File: src/rtl/muldiv_ctrl_pkg.sv
// Shared encodings for the mul/div sequencer: op codes, FSM states and the
// fixed LO value written on a divide by zero.
package muldiv_ctrl_pkg;

  localparam logic [1:0] OP_MULT  = 2'b00;
  localparam logic [1:0] OP_MULTU = 2'b01;
  localparam logic [1:0] OP_DIV   = 2'b10;
  localparam logic [1:0] OP_DIVU  = 2'b11;

  localparam logic [31:0] DIVZERO_LO = 32'hFFFF_FFFF;

  typedef enum logic [1:0] {
    ST_IDLE    = 2'd0,
    ST_MUL_RUN = 2'd1,
    ST_DIV_RUN = 2'd2,
    ST_DONE    = 2'd3
  } state_t;

  function automatic logic is_div(input logic [1:0] op);
    return (op == OP_DIV) || (op == OP_DIVU);
  endfunction

  function automatic logic is_signed(input logic [1:0] op);
    return (op == OP_MULT) || (op == OP_DIV);
  endfunction

endpackage

File: src/rtl/muldiv_ctrl.sv
// Sequencer between EX and the shared iterative multiplier/divider.
// Latches one op, runs the selected unit with a level start, holds the
// 64-bit result until EX can advance, then issues a one-cycle HI/LO write.
// Flush and a watchdog abort the unit via annul; divide by zero bypasses
// the divider entirely.
module muldiv_ctrl
  import muldiv_ctrl_pkg::*;
#(
  parameter int TIMEOUT = 64,
  parameter int CNT_W   = 8
) (
  input  logic             clk,
  input  logic             rst,
  input  logic             flush,
  input  logic             op_valid,
  input  logic [1:0]       op_code,
  input  logic [31:0]      src_a,
  input  logic [31:0]      src_b,
  input  logic             stall_in,
  output logic             mul_start,
  output logic             mul_signed,
  output logic [31:0]      mul_a,
  output logic [31:0]      mul_b,
  output logic             mul_annul,
  input  logic             mul_ready,
  input  logic [63:0]      mul_result,
  output logic             div_start,
  output logic             div_signed,
  output logic [31:0]      div_a,
  output logic [31:0]      div_b,
  output logic             div_annul,
  input  logic             div_ready,
  input  logic [63:0]      div_result,
  output logic             stallreq,
  output logic             hi_we,
  output logic             lo_we,
  output logic [31:0]      hi_wdata,
  output logic [31:0]      lo_wdata,
  output logic [CNT_W-1:0] busy_cnt,
  output logic             wdog_err
);

  localparam logic [CNT_W-1:0] TO_CNT = CNT_W'(TIMEOUT);

  state_t           state_q, state_d;
  logic [1:0]       op_q;
  logic [31:0]      a_q, b_q;
  logic [63:0]      res_q;
  logic [CNT_W-1:0] cnt_q;
  logic             wdog_q;

  logic accept, run, wdog_hit, abort, unit_ready;

  assign busy_cnt = cnt_q;
  assign wdog_err = wdog_q;

  // Next state plus all unit/pipeline handshakes; everything is forced
  // quiet while rst is high so a reset mid-op never annuls or writes.
  always_comb begin
    accept     = (state_q == ST_IDLE) && op_valid && !flush;
    run        = (state_q == ST_MUL_RUN) || (state_q == ST_DIV_RUN);
    wdog_hit   = run && (cnt_q == TO_CNT);
    abort      = flush || wdog_hit;
    unit_ready = (state_q == ST_MUL_RUN) ? mul_ready : div_ready;
    state_d    = state_q;
    mul_start  = 1'b0;
    mul_signed = 1'b0;
    mul_a      = '0;
    mul_b      = '0;
    mul_annul  = 1'b0;
    div_start  = 1'b0;
    div_signed = 1'b0;
    div_a      = '0;
    div_b      = '0;
    div_annul  = 1'b0;
    stallreq   = 1'b0;
    hi_we      = 1'b0;
    lo_we      = 1'b0;
    hi_wdata   = '0;
    lo_wdata   = '0;

    case (state_q)
      ST_IDLE: begin
        if (accept) begin
          if (!is_div(op_code))  state_d = ST_MUL_RUN;
          else if (src_b != '0) state_d = ST_DIV_RUN;
          else                  state_d = ST_DONE;
        end
      end
      ST_MUL_RUN, ST_DIV_RUN: begin
        if (abort)           state_d = ST_IDLE;
        else if (unit_ready) state_d = ST_DONE;
      end
      ST_DONE: begin
        if (flush || !stall_in) state_d = ST_IDLE;
      end
      default: state_d = ST_IDLE;
    endcase

    if (!rst) begin
      stallreq = accept || run;
      if (state_q == ST_MUL_RUN) begin
        mul_signed = is_signed(op_q);
        mul_a      = a_q;
        mul_b      = b_q;
        mul_annul  = abort;
        mul_start  = !abort && !mul_ready;
      end
      if (state_q == ST_DIV_RUN) begin
        div_signed = is_signed(op_q);
        div_a      = a_q;
        div_b      = b_q;
        div_annul  = abort;
        div_start  = !abort && !div_ready;
      end
      if (state_q == ST_DONE && !stall_in && !flush) begin
        hi_we    = 1'b1;
        lo_we    = 1'b1;
        hi_wdata = res_q[63:32];
        lo_wdata = res_q[31:0];
      end
    end
  end

  // State, operand latch, result capture, busy counter and sticky watchdog.
  always_ff @(posedge clk) begin
    if (rst) begin
      state_q <= ST_IDLE;
      op_q    <= '0;
      a_q     <= '0;
      b_q     <= '0;
      res_q   <= '0;
      cnt_q   <= '0;
      wdog_q  <= 1'b0;
    end else begin
      state_q <= state_d;
      if (accept) begin
        op_q  <= op_code;
        a_q   <= src_a;
        b_q   <= src_b;
        cnt_q <= '0;
        if (is_div(op_code) && src_b == '0) res_q <= {src_a, DIVZERO_LO};
      end
      if (run) begin
        if (wdog_hit && !flush)  wdog_q <= 1'b1;
        else if (cnt_q != '1)    cnt_q  <= cnt_q + 1'b1;
        if (!abort && unit_ready)
          res_q <= (state_q == ST_MUL_RUN) ? mul_result : div_result;
      end
    end
  end

endmodule
File: config.mk
export PLATFORM = sky130hd
export DESIGN_NAME = muldiv_ctrl
export DESIGN_NICKNAME = d
export VERILOG_FILES = /design/src/rtl/muldiv_ctrl_pkg.sv /design/src/rtl/muldiv_ctrl.sv
export SDC_FILE = /design/constraint.sdc
export NUM_CORES = 1
export LEC_CHECK = 0
export CAP_MARGIN = 5
export CELL_PAD_IN_SITES_DETAIL_PLACEMENT = 0
export CELL_PAD_IN_SITES_GLOBAL_PLACEMENT = 1
export CORE_ASPECT_RATIO = 1.1
export CORE_MARGIN = 2
export CORE_UTILIZATION = 29
export DETAILED_ROUTE_END_ITERATION = 6
export PLACE_DENSITY_LB_ADDON = 0.15
export SLEW_MARGIN = 0
export SYNTH_ARGS = -nofsm -noshare
export SYNTH_HDL_FRONTEND = slang
export SYNTH_SLANG_ARGS = --single-unit
File: constraint.sdc
create_clock -name clk -period 5 [get_ports clk]
set_input_delay 1.25 -clock clk [delete_from_list [all_inputs] [get_ports clk]]
set_output_delay 1.25 -clock clk [all_outputs]
set_load 0.03 [all_outputs]
# After elaboration in Yosys (flattened, before gate mapping)
# Index checks and enable logic that the tools add are counted.
# op_classes
eq_ne	11
reduce_logical	28
mux	44
add_sub_neg	1
# ops
op	count
$mux 32	12
$mux 64	5
$logic_not 32->1	1
$mux 8	4
$reduce_bool 32->1	1
$mux 1	17
$eq 2x2->1 const B	5
$logic_and 1x1->1	10
$mux 2	5
$add 8x1->8 const B	1
$eq 8x7->1 const B	1
$ne 8x8->1 const B	1
$logic_or 1x1->1	6
$pmux 2 s3	1
$logic_not 1->1	5
$logic_not 2->1	2
$ne 2x2->1 const B	2
$ne 3x3->1 const B	1
$reduce_and 3->1	1
$eq 2x1->1 const B	1
$reduce_and 2->1	1
$reduce_or 2->1	1
# totals
out_inout_bits	210
elab_cells	91
reg_bits	141
input_bits	201

# Longest topological paths before layout
# Gate-level depths: netlist of run 1.
# logic_depth
depth_word	8
depth_mapped	9
ltp_nobuf	6

# Least setup slack after synthesis of run 1
# Ideal clock, no wire load.
# synth_path
path_kind	input to output
from	in stall_in
to	out hi_wdata[22]
path_buffers	1
t_required_ns	3.750
path_stages	3
slack_ns	1.324
arrival_ns	2.426
path_cell_list	nor4b_1 -> clkbuf_1 -> and2_1
# synth_via
elab_chain_len	5
# synth_lines
element	line_no	text
start, declared	muldiv_ctrl.sv:19	input logic stall_in,
$logic_not 1->1	muldiv_ctrl.sv:116	if (state_q == ST_DONE && !stall_in && !flush) begin
$logic_and 1x1->1 (2 in a row)	muldiv_ctrl.sv:116	
$mux 32	muldiv_ctrl.sv:116	
$mux 32	muldiv_ctrl.sv:100	if (!rst) begin
end, declared	muldiv_ctrl.sv:37	output logic [31:0] hi_wdata,
# No other way between the ends.

# Worst setup path after layout of run 1
# layout_path
from	in flush
to	out lo_wdata[31]
# layout_via
elab_chain_len	4
# layout_lines
element	line_no	text
start, declared	muldiv_ctrl.sv:14	input logic flush,
$logic_not 1->1	muldiv_ctrl.sv:116	
$logic_and 1x1->1	muldiv_ctrl.sv:116	
$mux 32	muldiv_ctrl.sv:116	
$mux 32	muldiv_ctrl.sv:100	
end, declared	muldiv_ctrl.sv:38	output logic [31:0] lo_wdata,
# No other way between the ends.

==> results of run 1 <==
## report_power, final
group | switching (W) | internal (W) | total [W]
Clock | 0.000521 | 0.000790 | 0.00131
Combinational | 0.000817 | 0.000635 | 0.00145
Sequential | 0.000132 | 0.00132 | 0.00145
## cell families (layout without fill, tap and decap cells)
family | count (synthesis) | after routing | synth area share
AO/OA/AOI/OAI | 228 | 228 | 0.200
XOR/XNOR | 3 | 3 | 0.00352
adder cells (fa/ha/maj) | 7 | 7 | 0.0117
buffers and inverters | 85 | 466 | 0.0506
flip-flops | 140 | 140 | 0.375
multiplexers | 66 | 66 | 0.0885
other | 0 | 1 | 0
AND/OR/NAND/NOR | 372 | 372 | 0.271
## per-stage QoR
stage                     area [um^2]  instances  power (W)  hold WS [ps]
after floorplan                  7470        901    0.00238           432
after global placement          11700       1596    0.00293           438
after detailed placement        11700       1596    0.00294           445
after CTS                       12300       1628    0.00426           460
after global routing            12300       1629    0.00445           470
final                           12300       1629    0.00421           458
## worst max-delay path: cells and delay by family
kind / cells / cell delay (ps)
buffers and inverters: 3 / 1460
and+or+nand+nor: 2 / 570
## how the worst min path moves through the flow
stage,endpoint,slack [ps],depth (start not counted)
floorplan,res_q[0]$_SDFF_PP0_,430,1
global placement,res_q[18]$_SDFF_PP0_,440,1
detailed placement,res_q[14]$_SDFF_PP0_,440,1
CTS,res_q[2]$_SDFF_PP0_,460,1
global route,res_q[10]$_SDFF_PP0_,470,1
finish,res_q[10]$_SDFF_PP0_,460,1
## cell type report
type                            instances  area, um^2
Clock buffer                           19         433
Sequential cell                       140        2800
Inverter                                6        22.5
Multi-Input combinational cell        676        4350
Antenna cell                            1        2.50
Fill cell                            2590       13000
Timing Repair Buffer                  428        4130
Clock inverter                         13         165
Tap cell                              346         433
## routing by layer
metal  vias up  share of wire  GRT usage  wire length, um
met2       286           0.50      0.369            14800
met5         -              0          0                0
met3        41          0.078     0.0586             2330
met4         0          0.026     0.0802              770
li1       3834              -          -                -
met1      3535           0.40      0.248            11900
## cells in the mapped netlist (8+ instances only)
cell and instances:
o221a_1 28, o21a_1 33, mux2i_1 65, clkbuf_1 49, nor4_1 8, a21oi_1 137, buf_2 14, nand2_1 133
buf_1 10, dfxtp_1 140, and2_1 194
## flip-flops by register name, summed over array words and instances (netlist names)
name / flops
a_q: 32
state_q: 2
res_q: 64
op_q: 1
wdog_err: 1
b_q: 32
busy_cnt: 8
==> impl_metrics.env, run 1 <==
export IMPL_finalCritPeriodShare=0.905
export IMPL_cts_resized=0
export IMPL_drtIter0Drc=321
export IMPL_seq_area_frac_synth=0.375
export IMPL_fin_ws_ps=476
export IMPL_maxSlewHeadroom=0.432
export IMPL_synth_ff_type="dfxtp_1"
export IMPL_grt_pass1_wl_um=43500
export IMPL_h_tree_depth=4
export IMPL_vias=7696
export IMPL_grt_max_degree=73
export IMPL_critPathSlowestCell="clkdlybuf4s50_1"
export IMPL_cp_common_cell="clkdlybuf4s50_1"
export IMPL_r2r_cells=8
export IMPL_synth_seq_cells=140
export IMPL_min_from="res_q[10]$_SDFF_PP0_"
export IMPL_skew_ps=13.3
export IMPL_post_route_drc_count=0
export IMPL_crit_type="in -> out"
export IMPL_synth_top_area_cell="dfxtp_1"
export IMPL_slowest_delay_ps=680
export IMPL_grt_pass1_vias=7362
export IMPL_tns_ps=0
export IMPL_die_w_um=157
export IMPL_port_buffers=410
export IMPL_worstHoldPathType="reg -> reg"
export IMPL_netlist_cell_type_count=49
export IMPL_arrival_ps=3270
export IMPL_fmax_mhz=221
export IMPL_synth_avg_cell_area_um2=8.30
export IMPL_cts_sinks=140
export IMPL_cts_tree="built"
export IMPL_ioPinCount=411
export IMPL_worst_slew_pin_slew_ps=852
export IMPL_worstPathRequired_ps=3750
export IMPL_dp_slack_ps=491
export IMPL_antenna_found_initial=1
export IMPL_fin_util=0.487
export IMPL_cts_hold_buffers=0
export IMPL_crit_start="flush"
export IMPL_cts_buffer_depth=2
export IMPL_rr_endpoint="res_q[42]$_SDFF_PP0_"
export IMPL_cts_root_buf="clkbuf_16"
export IMPL_wirelength_um=29700
export IMPL_drive_above_1_share=0.0952
export IMPL_ir_worst_vdd_uv=203
export IMPL_setup_violations=0
export IMPL_dr_pass1_iters=5
export IMPL_syn_to_final_growth_pct=65.1
export IMPL_critPathMaxFanout=17
export IMPL_clk_latency_ps=420
export IMPL_core_area_um2=25300
export IMPL_ys_top_cells_by_area="dfxtp_1 37%, and2_1 16%, a21oi_1 9.2%, mux2i_1 8.7%, nand2_1 6.7%"
export IMPL_clk_pin_slew_ps=60
export IMPL_endpoint="lo_wdata[31]"
export IMPL_synth_top_area_share=0.375
export IMPL_wl_per_cell_um=18.3
export IMPL_dieArea_um2=27100
export IMPL_cts_made_buffers=17
export IMPL_syn_cell_area_um2=7470
export IMPL_p_leak_nw=4.59
export IMPL_synth_edf_count=0
export IMPL_crit_chain="clkdlybuf4s50_1 > nor4b_2 > buf_4 > and2_1 > clkdlybuf4s50_1"
export IMPL_reg2reg_slack_ps=1970
export IMPL_start_util=0.295
export IMPL_syn_inst=901
export IMPL_r2r_start="state_q[1]$_SDFFE_PP0P_"
export IMPL_hold_viol_final=0
export IMPL_dp_hpwl_um=21900
export IMPL_grt_use_total=0.212
export IMPL_gp_congestion=0.808
export IMPL_rsz0062_at_grt="no"
export IMPL_drv_slew=0
export IMPL_vias_per_cell=4.72
export IMPL_postCtsSetupBuffers=0
export IMPL_ant_nets=0
export IMPL_final_common_cell="clkdlybuf4s50_1"
export IMPL_synth_nets=1109
export IMPL_rows=61
export IMPL_synthArstFlopShare=0
export IMPL_fin_crit_ps=4520
export IMPL_grt_overflow_total=0
export IMPL_cellPowerDensity_nw_per_um2=341
export IMPL_maxCapViolCount=0
export IMPL_yosysWarnings=0
export IMPL_end_kind="output pin"
export IMPL_outcome="finished clean"
export IMPL_startpoint_type="primary input"
export IMPL_die_y_um=172
export IMPL_layout_common_cells="353 x clkdlybuf4s50_1, 194 x and2_1, 140 x dfxtp_1"
export IMPL_num_nets_final=1477
Power figures use the tool's default switching activity.
==> run 2, diff against run 1 <==
--- a/config.mk
+++ b/config.mk
@@ -10,7 +10,7 @@
 export CELL_PAD_IN_SITES_GLOBAL_PLACEMENT = 1
 export CORE_ASPECT_RATIO = 1.1
 export CORE_MARGIN = 2
-export CORE_UTILIZATION = 29
+export CORE_UTILIZATION = 25
 export DETAILED_ROUTE_END_ITERATION = 6
 export PLACE_DENSITY_LB_ADDON = 0.15
 export SLEW_MARGIN = 0
==> constraint.sdc (replaced) <==
create_clock -name clk -period 3.8 [get_ports clk]
set_input_delay 0.95 -clock clk [delete_from_list [all_inputs] [get_ports clk]]
set_output_delay 0.95 -clock clk [all_outputs]
set_load 0.03 [all_outputs]
==> impl_metrics.env, run 2 (synthesis results as in run 1) <==
export IMPL_outcome="finished clean"
export IMPL_finalNonFillerCells=1659
export IMPL_crit_chain="clkdlybuf4s50_1 > nor4b_2 > buf_4 > and2_1 > buf_4"
export IMPL_cts_root_buf="clkbuf_16"
export IMPL_core_area_um2=29500
export IMPL_slowest_delay_ps=490
export IMPL_largest_reg_flops=64
export IMPL_cp_num_buf_inv=3
export IMPL_vias_per_cell=4.62
export IMPL_drtIter0Drc=251
export IMPL_cts_sinks=140
export IMPL_cellPowerDensity_nw_per_um2=450
export IMPL_grt_pass1_vias=7907
export IMPL_p_leak_nw=4.74
export IMPL_post_route_drc_count=0
export IMPL_worstPathRequired_ps=2850
export IMPL_dp_hpwl_um=22200
export IMPL_rsz0062_at_grt="no"
export IMPL_dieArea_um2=31300
export IMPL_setup_violations=0
export IMPL_gp_congestion=0.778
export IMPL_largest_register="res_q"
export IMPL_syn_to_final_growth_pct=62.6
export IMPL_top_regs="res_q (64), a_q (32), b_q (32)"
export IMPL_h_tree_depth=4
export IMPL_arrival_ps=2650
export IMPL_ir_worst_vdd_uv=241
export IMPL_critPathMaxFanout=41
export IMPL_drive_above_1_share=0.161
export IMPL_wl_per_cell_um=18.7
export IMPL_postCtsSetupBuffers=0
export IMPL_cts_made_buffers=17
export IMPL_cp_common_cell="buf_4"
export IMPL_postLayoutCellArea_um2=12200
export IMPL_tns_ps=0
export IMPL_maxSlewHeadroom=0.340
export IMPL_finalCritPeriodShare=0.947
export IMPL_fmax_mhz=278
export IMPL_cts_hold_buffers=0
export IMPL_drv_slew=0
export IMPL_route_met3_wl_um=2170
export IMPL_start_util=0.254
export IMPL_grt_use_total=0.194
export IMPL_die_y_um=185
export IMPL_cts_tree="built"
export IMPL_cts_resized=0
export IMPL_fin_crit_ps=3600
export IMPL_end_kind="output pin"
export IMPL_dp_cells=1625
export IMPL_grt_max_degree=73
export IMPL_fin_util=0.412
export IMPL_startpoint_type="primary input"
export IMPL_grt_overflow_total=0
export IMPL_die_w_um=169
export IMPL_grt_pass1_wl_um=46600
export IMPL_dpl_cell_area_um2=11600
export IMPL_clk_latency_ps=430
export IMPL_fill_cells=3049
export IMPL_wirelength_um=31100
export IMPL_ioPinCount=411
export IMPL_final_common_cell="clkdlybuf4s50_1"
export IMPL_antenna_found_initial=3
export IMPL_maxCapViolCount=0
export IMPL_rows=66
export IMPL_skew_ps=14.9
export IMPL_cts_buffer_depth=2
export IMPL_dr_pass1_iters=4
export IMPL_crit_type="in -> out"
export IMPL_route_met2_wl_um=15200
export IMPL_num_nets_final=1478
export IMPL_wl_met1_um=13000
export IMPL_clk_pin_slew_ps=60
export IMPL_worstHoldPathType="reg -> reg"
export IMPL_hold_viol_final=0
export IMPL_highest_layer="met4"
export IMPL_critPathSlowestCell="clkdlybuf4s50_1"
export IMPL_worst_slew_pin_slew_ps=989
export IMPL_vias=7669
export IMPL_port_buffers=410
export IMPL_critical_path_top_delay_family="buffers and inverters"
export IMPL_ant_nets=0
export IMPL_layout_common_cells="271 x clkdlybuf4s50_1, 194 x and2_1, 154 x buf_4"
==> run 2: cell count changes in the layout (fill, tap and decap cells not counted), sizes merged <==
cell           delta
bufinv            -3
diode             +1
clkinv            -2
inv               +3
buf              +83
clkinvlp          +2
clkdlybuf4s50    -82
==> run 2: layer usage <==
| layer | up-vias | global-route usage |
|---|---|---|
| li1 | 3831 | - |
| met1 | 3541 | 0.224 |
| met2 | 267 | 0.348 |
| met3 | 30 | 0.0481 |
| met4 | 0 | 0.0672 |
| met5 | - | 0 |
==> run 2: worst paths after layout <==
check	from	endpoint	slack [ps]	cells after the start
max	flush	lo_wdata[15]	200	5
min	res_q[0]$_SDFF_PP0_	res_q[0]$_SDFF_PP0_	460	1
max reg2reg	state_q[1]$_SDFFE_PP0P_	state_q[1]$_SDFFE_PP0P_	770	8
min reg2reg	res_q[0]$_SDFF_PP0_	res_q[0]$_SDFF_PP0_	460	1
==> run 2: worst register-to-register path, delay by kind of cell, from the launching register on <==
kind                     cells  cell delay [ps]
flip-flops                   1              330
buffers and inverters        3             1340
multiplexers                 1              430
AO/OA/AOI/OAI                3              700
adder cells (fa/ha/maj)      1              150
==> run 2: area by class of cell <==
type / count / area [um^2] / area share
Antenna cell: 2 / 5.00 / 0.000412
Timing Repair Buffer: 429 / 3950 / 0.325
Multi-Input combinational cell: 676 / 4350 / 0.358
Clock inverter: 13 / 106 / 0.00875
Clock buffer: 19 / 453 / 0.0373
Tap cell: 374 / 468 / 0.0385
Sequential cell: 140 / 2800 / 0.231
Inverter: 6 / 22.5 / 0.00185
==> run 2: report_power, final <==
| group | switching [W] | leakage, nW | internal [W] |
|---|---|---|---|
| Combinational | 0.00110 | 3.33 | 0.000839 |
| Clock | 0.000743 | 0.268 | 0.000886 |
| Sequential | 0.000176 | 1.14 | 0.00173 |
| Total | 0.00201 | 4.74 | 0.00346 |
==> run 2: through the flow <==
step | setup slack (ps) | power (W) | hold slack, ps
after floorplan | 724 | 0.00314 | 432
after global placement | 183 | 0.00390 | 439
after detailed placement | 193 | 0.00390 | 446
after CTS | 187 | 0.00556 | 462
after global routing | 70.1 | 0.00581 | 480
final | 200 | 0.00547 | 455
